File: src/rtl/csr_ctrl.sv
// CSR instruction sequencer: accepts a Zicsr request, reads the CSR file,
// performs the read-modify-write and returns the old value for rd.
module csr_ctrl #(
  parameter int unsigned DATA_W   = 32,
  parameter bit          RO_CHECK = 1'b1
) (
  input  logic              clk,
  input  logic              rst,
  input  logic              req_valid_i,
  output logic              req_ready_o,
  input  logic [2:0]        op_i,
  input  logic [11:0]       addr_i,
  input  logic [DATA_W-1:0] rs1_data_i,
  input  logic              rs1_is_x0_i,
  input  logic [4:0]        zimm_i,
  input  logic [4:0]        rd_addr_i,
  output logic [11:0]       csr_raddr_o,
  input  logic [DATA_W-1:0] csr_rdata_i,
  output logic              csr_we_o,
  output logic [11:0]       csr_waddr_o,
  output logic [DATA_W-1:0] csr_wdata_o,
  output logic              resp_valid_o,
  input  logic              resp_ready_i,
  output logic [4:0]        resp_rd_o,
  output logic [DATA_W-1:0] resp_data_o,
  output logic              illegal_o
);

  localparam int unsigned AW = 12;
  localparam int unsigned RW = 5;

  typedef enum logic [1:0] {IDLE, READ, WRITE, RESP} state_t;

  state_t            state_q;
  logic [1:0]        op_q;
  logic [AW-1:0]     addr_q;
  logic [DATA_W-1:0] opnd_q;
  logic [RW-1:0]     rd_q;
  logic              need_q;
  logic              ill_q;
  logic [DATA_W-1:0] old_q;

  logic              op_ok;
  logic              need_d;
  logic              ro_hit;
  logic [DATA_W-1:0] opnd_d;
  logic [DATA_W-1:0] wdata_d;

  // Request decode: op[1:0] selects RW/RS/RC, op[2] selects the immediate form
  always_comb begin
    op_ok  = (op_i[1:0] != 2'b00);
    opnd_d = op_i[2] ? DATA_W'(zimm_i) : rs1_data_i;
    need_d = (op_i[1:0] == 2'b01) || (op_i[2] ? (zimm_i != 5'd0) : !rs1_is_x0_i);
  end

  // New CSR value from the live read data, used on the READ->WRITE edge
  always_comb begin
    wdata_d = opnd_q;
    ro_hit  = RO_CHECK && (addr_q[11:10] == 2'b11);
    case (op_q)
      2'b10:   wdata_d = csr_rdata_i | opnd_q;
      2'b11:   wdata_d = csr_rdata_i & ~opnd_q;
      default: wdata_d = opnd_q;
    endcase
  end

  always_ff @(posedge clk or negedge rst) begin
    if (!rst) begin
      state_q      <= IDLE;
      op_q         <= 2'b00;
      addr_q       <= '0;
      opnd_q       <= '0;
      rd_q         <= '0;
      need_q       <= 1'b0;
      ill_q        <= 1'b0;
      old_q        <= '0;
      req_ready_o  <= 1'b1;
      csr_raddr_o  <= '0;
      csr_we_o     <= 1'b0;
      csr_waddr_o  <= '0;
      csr_wdata_o  <= '0;
      resp_valid_o <= 1'b0;
      resp_rd_o    <= '0;
      resp_data_o  <= '0;
      illegal_o    <= 1'b0;
    end else begin
      case (state_q)
        IDLE: begin
          if (req_valid_i && req_ready_o) begin
            req_ready_o <= 1'b0;
            op_q        <= op_i[1:0];
            addr_q      <= addr_i;
            opnd_q      <= opnd_d;
            rd_q        <= rd_addr_i;
            need_q      <= need_d;
            if (op_ok) begin
              state_q     <= READ;
              csr_raddr_o <= addr_i;
            end else begin
              state_q      <= RESP;
              resp_valid_o <= 1'b1;
              resp_rd_o    <= rd_addr_i;
              resp_data_o  <= '0;
              illegal_o    <= 1'b1;
            end
          end
        end
        READ: begin
          state_q     <= WRITE;
          csr_raddr_o <= '0;
          old_q       <= csr_rdata_i;
          ill_q       <= need_q && ro_hit;
          if (need_q && !ro_hit) begin
            csr_we_o    <= 1'b1;
            csr_waddr_o <= addr_q;
            csr_wdata_o <= wdata_d;
          end
        end
        WRITE: begin
          state_q      <= RESP;
          csr_we_o     <= 1'b0;
          csr_waddr_o  <= '0;
          csr_wdata_o  <= '0;
          resp_valid_o <= 1'b1;
          resp_rd_o    <= rd_q;
          resp_data_o  <= old_q;
          illegal_o    <= ill_q;
        end
        RESP: begin
          if (resp_ready_i) begin
            state_q      <= IDLE;
            req_ready_o  <= 1'b1;
            resp_valid_o <= 1'b0;
            resp_rd_o    <= '0;
            resp_data_o  <= '0;
            illegal_o    <= 1'b0;
          end
        end
        default: state_q <= IDLE;
      endcase
    end
  end

endmodule
File: config.mk
export PLATFORM = sky130hd
export DESIGN_NAME = csr_ctrl
export DESIGN_NICKNAME = d
export VERILOG_FILES = /design/src/rtl/csr_ctrl.sv
export SDC_FILE = /design/constraint.sdc
export NUM_CORES = 1
export LEC_CHECK = 0
export ABC_AREA = 1
export CORE_ASPECT_RATIO = 0.6
export CORE_MARGIN = 2
export CORE_UTILIZATION = 40
export CTS_CLUSTER_SIZE = 30
export DETAILED_ROUTE_END_ITERATION = 6
export HOLD_SLACK_MARGIN = 0.08
export PLACE_DENSITY = 0.66
export SLEW_MARGIN = 20
export SYNTH_ARGS = -nofsm -noshare
export SYNTH_HDL_FRONTEND = slang
export SYNTH_SLANG_ARGS = --single-unit
File: constraint.sdc
create_clock -name clk -period 2.8 [get_ports clk]
set_input_delay 0.42 -clock clk [delete_from_list [all_inputs] [get_ports clk]]
set_output_delay 0.42 -clock clk [all_outputs]
set_load 0.01 [all_outputs]
* Word-level counts from Yosys, hierarchy flattened *
Cells that the tools add are included.

word-level totals
  output and inout port bits = 97
  flip-flop bits (word level) = 184
  input bits = 94

cells by class
  multiplexer cells = 32
  equality and inequality tests = 12
  bitwise logic cells = 3
  reduce and logical (&&, ||, !) cells = 19

operators by type and width
  cell                number
  $mux 32             5
  $pmux 32 s2         2
  $pmux 32 s3         1
  $pmux 12 s2         2
  $mux 12             3
  $and 32x32->32      1
  $not 32->32         1
  $or 32x32->32       1
  $mux 5              3
  $pmux 5 s3          1
  $eq 2x2->1 const B  5
  $ne 2x2->1 const B  5
  $pmux 2 s4          1
  $reduce_bool 2->1   4
  $mux 1              7
  $mux 2              3
  $pmux 1 s3          2
  $reduce_and 2->1    3
  $reduce_and 3->1    2
  $reduce_bool 5->1   1
  $eq 2x1->1 const B  2
  $pmux 1 s2          2
  $reduce_and 4->1    1
  $logic_and 1x1->1   3
  4 further kinds     5

* Logic depth before layout (Yosys ltp) *
Gate-level depths: netlist of run 1.

  depth after elaboration = 5
  gate-level depth with buffers = 10
  mapped depth without buffers = 8

* Worst setup path after synthesis of run 1 *
OpenSTA, ideal clock, no wires.

  path type = register to register
  start point = register state_q[0]
  end point = register resp_data_o[22]
  setup slack = 1.273 ns
  library setup time = 0.117 ns
  arrival time = 1.411 ns
  cell stages (with the launch flop) = 10
  path buffers = 3
  cell sequence = dfrtp_1 > inv_1 > ha_1 > buf_2 > o21ai_2 > nand2_2 > buf_4 > buf_6 > nand3_1 > nand2_1

on the way
  word-level cells in the longest chain between the ends = 3

ends and longest elaborated chain
  what                                                              RTL line  RTL
  start, declared                                                   34        state_t state_q;
  start signal, assigned                                            69        state_q <= IDLE;
  start signal, assigned                                            97        state_q <= READ;
  start signal, assigned                                            100       state_q <= RESP;
  $eq 2x2->1 or $logic_not 2->1 (tied branches)                     87        case (state_q)
  $ne 2x2->1 (no source line) or $reduce_bool 3->1 (tied branches)  --
  $reduce_and 4->1 (no source line)                                 --
  end signal, assigned                                              126       resp_data_o <= old_q;
  end, declared                                                     25        output logic [DATA_W-1:0] resp_data_o,

Parallel ways exist; a longest one is shown, timed or not.
A chain may end at the register's enable or synchronous reset.

* Worst setup path in the final report of run 1 *
  start point = register state_q[1]
  end point = register csr_wdata_o[24]

on the way
  word-level cells in the longest chain between the ends = 3

ends and longest elaborated chain
  what                                                              RTL line  RTL
  $eq 2x1->1 or $eq 2x2->1 (tied branches)                          87
  $ne 2x2->1 (no source line) or $reduce_bool 2->1 (tied branches)  --
  $reduce_and 2->1 (no source line)                                 --
  end signal, assigned                                              116       csr_wdata_o <= wdata_d;
  end, declared                                                     21        output logic [DATA_W-1:0] csr_wdata_o,

Parallel ways exist; a longest one is shown, timed or not.

==> qor.yml, run 1 <==
clock_network:
  root_buffer: "clkbuf_16"
  clkLatencyLatePin_ps: 420
  cts_tree: "done"
  cts_made_buffers: 17
  cts_setup_buffers: 0
  path_clk_slew_ps: 70
  postCtsHoldBufs: 1
  cts_resized: 0
  cts_sinks: 184
  htreeDepth: 4
  clock_path_buffers: 2
floorplanning:
  ioPinCount: 191
  dieHeight_microns: 114.9
  die_area_sq_mm: 0.02170
  core_sq_mm: 0.02007
  rows: 40
  fp.dieW_microns: 188.8
  initial_core_util_pct: 40.86
pwr:
  swShare_pct: 40.22
  power_mw: 11.55
  comb_power_share_pct: 41.7
  pwr-share-seq_pct: 36.7
  power.density_mw_per_mm2: 1055
  irDropWorstVdd_mv: 0.5740
  leakagePower_nw: 5.497
  power.net_switching_mw: 4.644
  p_int_mw: 6.904
  clock_power_share_pct: 21.6
timing:
  skew_ps: 9.971
  worstMarginPinSlew_ps: 992.3
  finalWorstSetupSlack_ps: 740.1
  setup_viol: 0
  max_freq_mhz: 485.4
  hold_violations: 0
  maxSlewHeadroom_pct: 33.78
  slew_viol_final: 0
  rsz0062_at_grt: "false"
  fin_crit_ps: 2060
  timing.final.crit_share_pct: 73.57
  setup_tns_ps: 0
  timing.hold.ws_ps: 475.4
detailed_routing:
  detail_route.vias_per_cell: 4.943
  dr_total_vias: 7143
  wl_mm: 24.48
  drcViolationCount: 0
  dr.pass1.iters: 5
  drt-initial-drc-count: 621
  avgRoutedWirePerCell_microns: 16.94
  antenna_left: 0
min_path:
  hp-class: "reg -> reg"
  holdPathStages: 2
  min_from: "old_q[22]$_DFFE_PN0P_"
  hold_path_end: "old_q[22]$_DFFE_PN0P_"
synth:
  ys_ff_latch: 184
  ys.flop_type: "dfrtp_1"
  synth.most_common_cell: "nand2_1"
  synth.distinct_cells: 25
  syn-instance-count: 994
  synth_top_area_cell: "dfrtp_1"
  ys_seq_area_share_pct: 56.16
  async_reset_ff_share_pct: 100.0
  synth_top_area_share_pct: 55.84
  syn_nets: 1093
  ys_warn_count: 0
  syn_avg_cell_area_sq_um: 8.250
  synth-edff-count: 0
  yosys-top-cells-count: "nand2_1 (338), nand3_1 (203), dfrtp_1 (183)"
  netlist_top_cells_area: "dfrtp_1 (56%), nand2_1 (15%), nand3_1 (12%), o21ai_0 (5.1%), inv_1 (3.9%)"
  synth_area_sq_mm: 0.008200
flow_run:
  cap_violations: 0
finish:
  num-fill-cells: 1856
  diodes: 0
  nets: 1258
  multi_input_area_sq_mm: 0.002932
  seqCellArea_sq_mm: 0.004606
  syn2layout_area_growth_pct: 33.45
  layout-drive-gt1-share_pct: 6.058
  final_area_sq_mm: 0.01094
worst_setup_path:
  reg2reg_depth: 7
  path_class: "reg -> reg"
  cp-startpoint: "state_q[1]$_DFFE_PN0P_"
  endpoint_kind: "flop"
  cp.required_ps: 3160
  rr_endpoint: "csr_wdata_o[24]$_DFFE_PN0P_"
  arrival_ps: 2420
  reg2reg_from: "state_q[1]$_DFFE_PN0P_"
  crit_path_max_fanout: 44
  reg2reg_setup_slack_ps: 740
  start_kind: "flop"
grt:
  globalRoute.totalOverflow: 0
  grt_max_degree: 65
  grt_pass1_vias: 6862
  grt_usage_pct: 23.10
  antenna_found_initial: 0
  grt_pass1_wl_mm: 38.69
placed_design:
  dpl.hpwl_mm: 16.94
  dpl-instance-area_sq_mm: 0.01032
  port_buffers: 190
  dp_worst_setup_slack_ps: 539.3
  place_congestion: 0.9032
status:
  outcome: "complete, no violations"
-- layout make-up --
cell class                 count  area share, %
multi-input combinational    656          26.79
sequential                   184          42.09
timing repair buffer         211          19.33
tap                          273          3.121
clock buffer                  19          4.139
clock inverter                13          1.452
inverter                      89          3.076
-- power groups by stage --
| stage | combinational [mW] | sequential [mW] | clock (mW) |
|---|---|---|---|
| after global routing | 5.41 | 4.35 | 2.64 |
| after CTS | 4.83 | 4.24 | 2.53 |
| after floorplan | 2.81 | 4.30 | 0 |
| after global placement | 4.74 | 4.27 | 0 |
| after detailed placement | 4.80 | 4.26 | 0 |
| final | 4.81 | 4.24 | 2.49 |
-- layer usage --
layer / GRT usage [%] / part of all wire (%) / routed length (microns) / vias up
li1: - / - / - / 3510
met1: 37.74 / 52 / 12710 / 3370
met2: 29.58 / 39 / 9513 / 241
met3: 5.495 / 8.1 / 1984 / 22
met4: 6.406 / 1.1 / 272 / 0
met5: 0 / 0 / 0 / -
-- state kept, by name, indices dropped and copies added, names as in the netlist, 2 cells and up --
name,count
addr_q,12
csr_raddr_o,12
csr_waddr_o,12
csr_wdata_o,32
old_q,32
op_q,2
opnd_q,32
rd_q,5
resp_data_o,32
resp_rd_o,5
state_q,2
-- cells in the final DEF, fill, tap and decap left out, types with 2 or more instances in the layout --
master / netlist / routed
nand3_2: 1 / 2
ha_1: 5 / 4
nand2_1: 338 / 338
clkinv_4: 0 / 2
bufinv_16: 0 / 2
o211ai_1: 4 / 4
buf_12: 0 / 4
inv_1: 85 / 85
clkbuf_16: 0 / 17
nand2_2: 4 / 4
clkdlybuf4s50_1: 0 / 189
inv_2: 2 / 2
nand3_1: 203 / 202
clkbuf_8: 0 / 3
nor2_1: 8 / 8
inv_8: 0 / 3
buf_4: 9 / 16
inv_6: 0 / 4
or2_2: 4 / 4
dfrtp_1: 183 / 183
o21ai_0: 84 / 84
-- logic make-up (layout without fill, tap and decap cells) --
family / Yosys count / in the layout / share of synthesized area, %
DFF: 184 / 184 / 56.16
AOI/OAI and AO/OA: 91 / 91 / 5.722
buffers and inverters: 154 / 332 / 8.178
and+or+nand+nor: 560 / 560 / 29.17
adders and majority gates: 5 / 5 / 0.7629
-- critical path: stages, from the launching register on --
cell and delay (ps):
dfrtp_1 410, inv_1 130, ha_1 470, nand3_2 160, nand2_2 90, buf_4 420, nand3_1 210, nand2_1 90
-- stage by stage --
stage | instances | util, %
floorplan | 994 | -
global placement | 1412 | 51.43
detailed placement | 1412 | 51.43
CTS | 1445 | 54.53
global route | 1445 | 54.53
finish | 1445 | 54.53
-- worst max path at each step --
stage                                       end  slack, ps  cells after the start
global route        csr_wdata_o[23]$_DFFE_PN0P_        520                      7
floorplan           resp_data_o[22]$_DFFE_PN0P_       1270                      9
detailed placement  resp_data_o[31]$_DFFE_PN0P_        540                      7
finish              csr_wdata_o[24]$_DFFE_PN0P_        740                      7
CTS                 csr_wdata_o[23]$_DFFE_PN0P_        750                      7
global placement    resp_data_o[17]$_DFFE_PN0P_        630                      7
Note: power is estimated with default switching activity, not from simulation.
==> run 2: changes to the inputs <==
==> constraint.sdc (replaced) <==
create_clock -name clk -period 2.1 [get_ports clk]
set_input_delay 0.315 -clock clk [delete_from_list [all_inputs] [get_ports clk]]
set_output_delay 0.315 -clock clk [all_outputs]
set_load 0.01 [all_outputs]
==> run 2 against run 1 <==
Against the previous run: clock power is 29% higher; highest routed layer unchanged; count of clock-buffer cells in the layout down 2; sequential power is 33% higher; global-route usage increased by 0.41 points; cell area up 0.51%; cell count rose by 0.55%; core utilization is 0.28 points higher.
==> qor.yml, run 2 (synthesized netlist as in run 1, its figures left out) <==
worst_setup_path:
  start_kind: "flop"  # unchanged
  path_class: "reg -> reg"  # unchanged
  rr_endpoint: "csr_raddr_o[5]$_DFFE_PN0P_"  # was csr_wdata_o[24]$_DFFE_PN0P_
  reg2reg_depth: 6  # was 7
  endpoint_kind: "flop"  # unchanged
  reg2reg_setup_slack_ps: 190  # was 740 ps
  crit_path_max_fanout: 12  # was 44
  cp.required_ps: 2450  # was 3160 ps
  reg2reg_from: "state_q[0]$_DFFE_PN0P_"  # was state_q[1]$_DFFE_PN0P_
  arrival_ps: 2260  # was 2420 ps
grt:
  grt_max_degree: 50  # was 65
  grt_pass1_wl_mm: 39.50  # was 38.69 mm
  grt_pass1_vias: 6861  # was 6862
  grt_usage_pct: 23.51  # was 23.10%
  antenna_found_initial: 0  # unchanged
  globalRoute.totalOverflow: 0  # unchanged
floorplanning:
  ioPinCount: 191  # unchanged
  dieHeight_microns: 114.9  # unchanged
  die_area_sq_mm: 0.02170  # unchanged
  rows: 40  # unchanged
  core_sq_mm: 0.02007  # unchanged
  initial_core_util_pct: 40.86  # unchanged
  fp.dieW_microns: 188.8  # unchanged
timing:
  timing.final.crit_share_pct: 90.93  # was 73.57%
  timing.hold.ws_ps: 401.0  # was 475.4 ps
  setup_viol: 0  # unchanged
  skew_ps: 12.09  # was 9.971 ps
  worstMarginPinSlew_ps: 852.0  # was 992.3 ps
  max_freq_mhz: 523.7  # was 485.4 MHz
  maxSlewHeadroom_pct: 42.99  # was 33.78%
  fin_crit_ps: 1910  # was 2060 ps
  hold_violations: 0  # unchanged
  slew_viol_final: 0  # unchanged
  setup_tns_ps: 0  # unchanged
  rsz0062_at_grt: "false"  # unchanged
finish:
  diodes: 0  # unchanged
  stdcell_count: 1453  # was 1445
  syn2layout_area_growth_pct: 34.13  # was 33.45%
  layout-drive-gt1-share_pct: 6.695  # was 6.058%
  mostFrequentLayoutCell: "nand2_1"  # unchanged
  nets: 1266  # was 1258
  final_cell_mix: "nand2_1 (338), nand3_1 (202), clkdlybuf4s50_1 (189)"  # unchanged
clock_network:
  clock_path_buffers: 2  # unchanged
  clkLatencyLatePin_ps: 440  # was 420 ps
  cts_setup_buffers: 0  # unchanged
  cts_made_buffers: 17  # unchanged
  cts_sinks: 184  # unchanged
  cts_tree: "done"  # unchanged
  root_buffer: "clkbuf_16"  # unchanged
  path_clk_slew_ps: 80  # was 70 ps
  htreeDepth: 4  # unchanged
placed_design:
  port_buffers: 190  # unchanged
  place_congestion: 0.9063  # was 0.9032
  place_inst: 1420  # was 1412
  dpl.hpwl_mm: 17.11  # was 16.94 mm
status:
  outcome: "complete, no violations"  # unchanged
min_path:
  hp-class: "in -> async"  # was reg -> reg
detailed_routing:
  avgRoutedWirePerCell_microns: 17.00  # was 16.94 microns
  antenna_left: 0  # unchanged
  dr_total_vias: 7212  # was 7143
  drcViolationCount: 0  # unchanged
  detail_route.vias_per_cell: 4.964  # was 4.943
  wl_mm: 24.70  # was 24.48 mm
  drt-initial-drc-count: 698  # was 621
  dr.pass1.iters: 5  # unchanged
pwr:
  power.density_mw_per_mm2: 1407  # was 1055 mW/mm^2
  irDropWorstVdd_mv: 0.9646  # was 0.5740 mV
  leakagePower_nw: 5.531  # was 5.497 nW
flow_run:
  cap_violations: 0  # unchanged
-- run 2: final cells by class --
cell class                 count  area (sq um)
clock inverter                15         157.7
clock buffer                  17         425.4
sequential                   184          4606
tap                          273         341.6
inverter                      89         336.6
fill                        1906          9070
multi-input combinational    656          2932
timing repair buffer         219          2201
-- run 2: metrics by stage --
step                worst slack (ps)  area [sq um]  power (mW)  utilization (%)
global route                   43.84         11000       16.61            54.81
detailed placement             93.66         10410       12.27            51.85
finish                         190.4         11000       15.48            54.81
CTS                            191.6         11000       15.54            54.81
global placement               141.1         10410       12.19            51.85
floorplan                      572.8          8200       9.480                -
-- run 2: metal layers --
metal	vias up	global-route usage (%)	routed length, microns
li1	3516	-	-
met1	3406	38.07	13120
met2	268	30.86	9461
met3	22	5.830	1821
met4	0	5.313	301
met5	-	0	0
-- run 2: worst max-delay path, cell delays in order (launching register included) --
cell	delay [ps]
dfrtp_1	420
inv_1	130
ha_1	200
nand3_2	130
nor2_1	670
nand3_1	140
o21ai_0	130
-- run 2: worst max path at each step --
stage	startpoint	endpoint	slack (ps)	depth (start not counted)
3_5_place_dp	op_i[0]	csr_raddr_o[5]$_DFFE_PN0P_	90	5
2_1_floorplan	state_q[0]$_DFFE_PN0P_	resp_data_o[22]$_DFFE_PN0P_	570	9
3_3_place_gp	op_i[0]	resp_data_o[15]$_DFFE_PN0P_	140	7
5_1_grt	state_q[0]$_DFFE_PN0P_	csr_raddr_o[9]$_DFFE_PN0P_	40	6
4_1_cts	state_q[0]$_DFFE_PN0P_	csr_raddr_o[9]$_DFFE_PN0P_	190	6
6_report	state_q[0]$_DFFE_PN0P_	csr_raddr_o[5]$_DFFE_PN0P_	190	6
-- run 2: repair_timing --
| action | 4_1_cts | 5_1_grt |
|---|---|---|
| hold buffers | 1 | 0 |
| hold endpoints to repair | 43 | 0 |
| gates resized for setup | 0 | 0 |
-- run 2: where the power goes --
| part | internal, mW | total [mW] | leakage (nW) | switching, mW |
|---|---|---|---|---|
| Sequential | 4.88 | 5.65 | 2.38 | 0.770 |
| Clock | 1.68 | 3.21 | 0.287 | 1.53 |
| Combinational | 2.60 | 6.61 | 2.86 | 4.01 |
| Total | 9.17 | 15.5 | 5.53 | 6.31 |
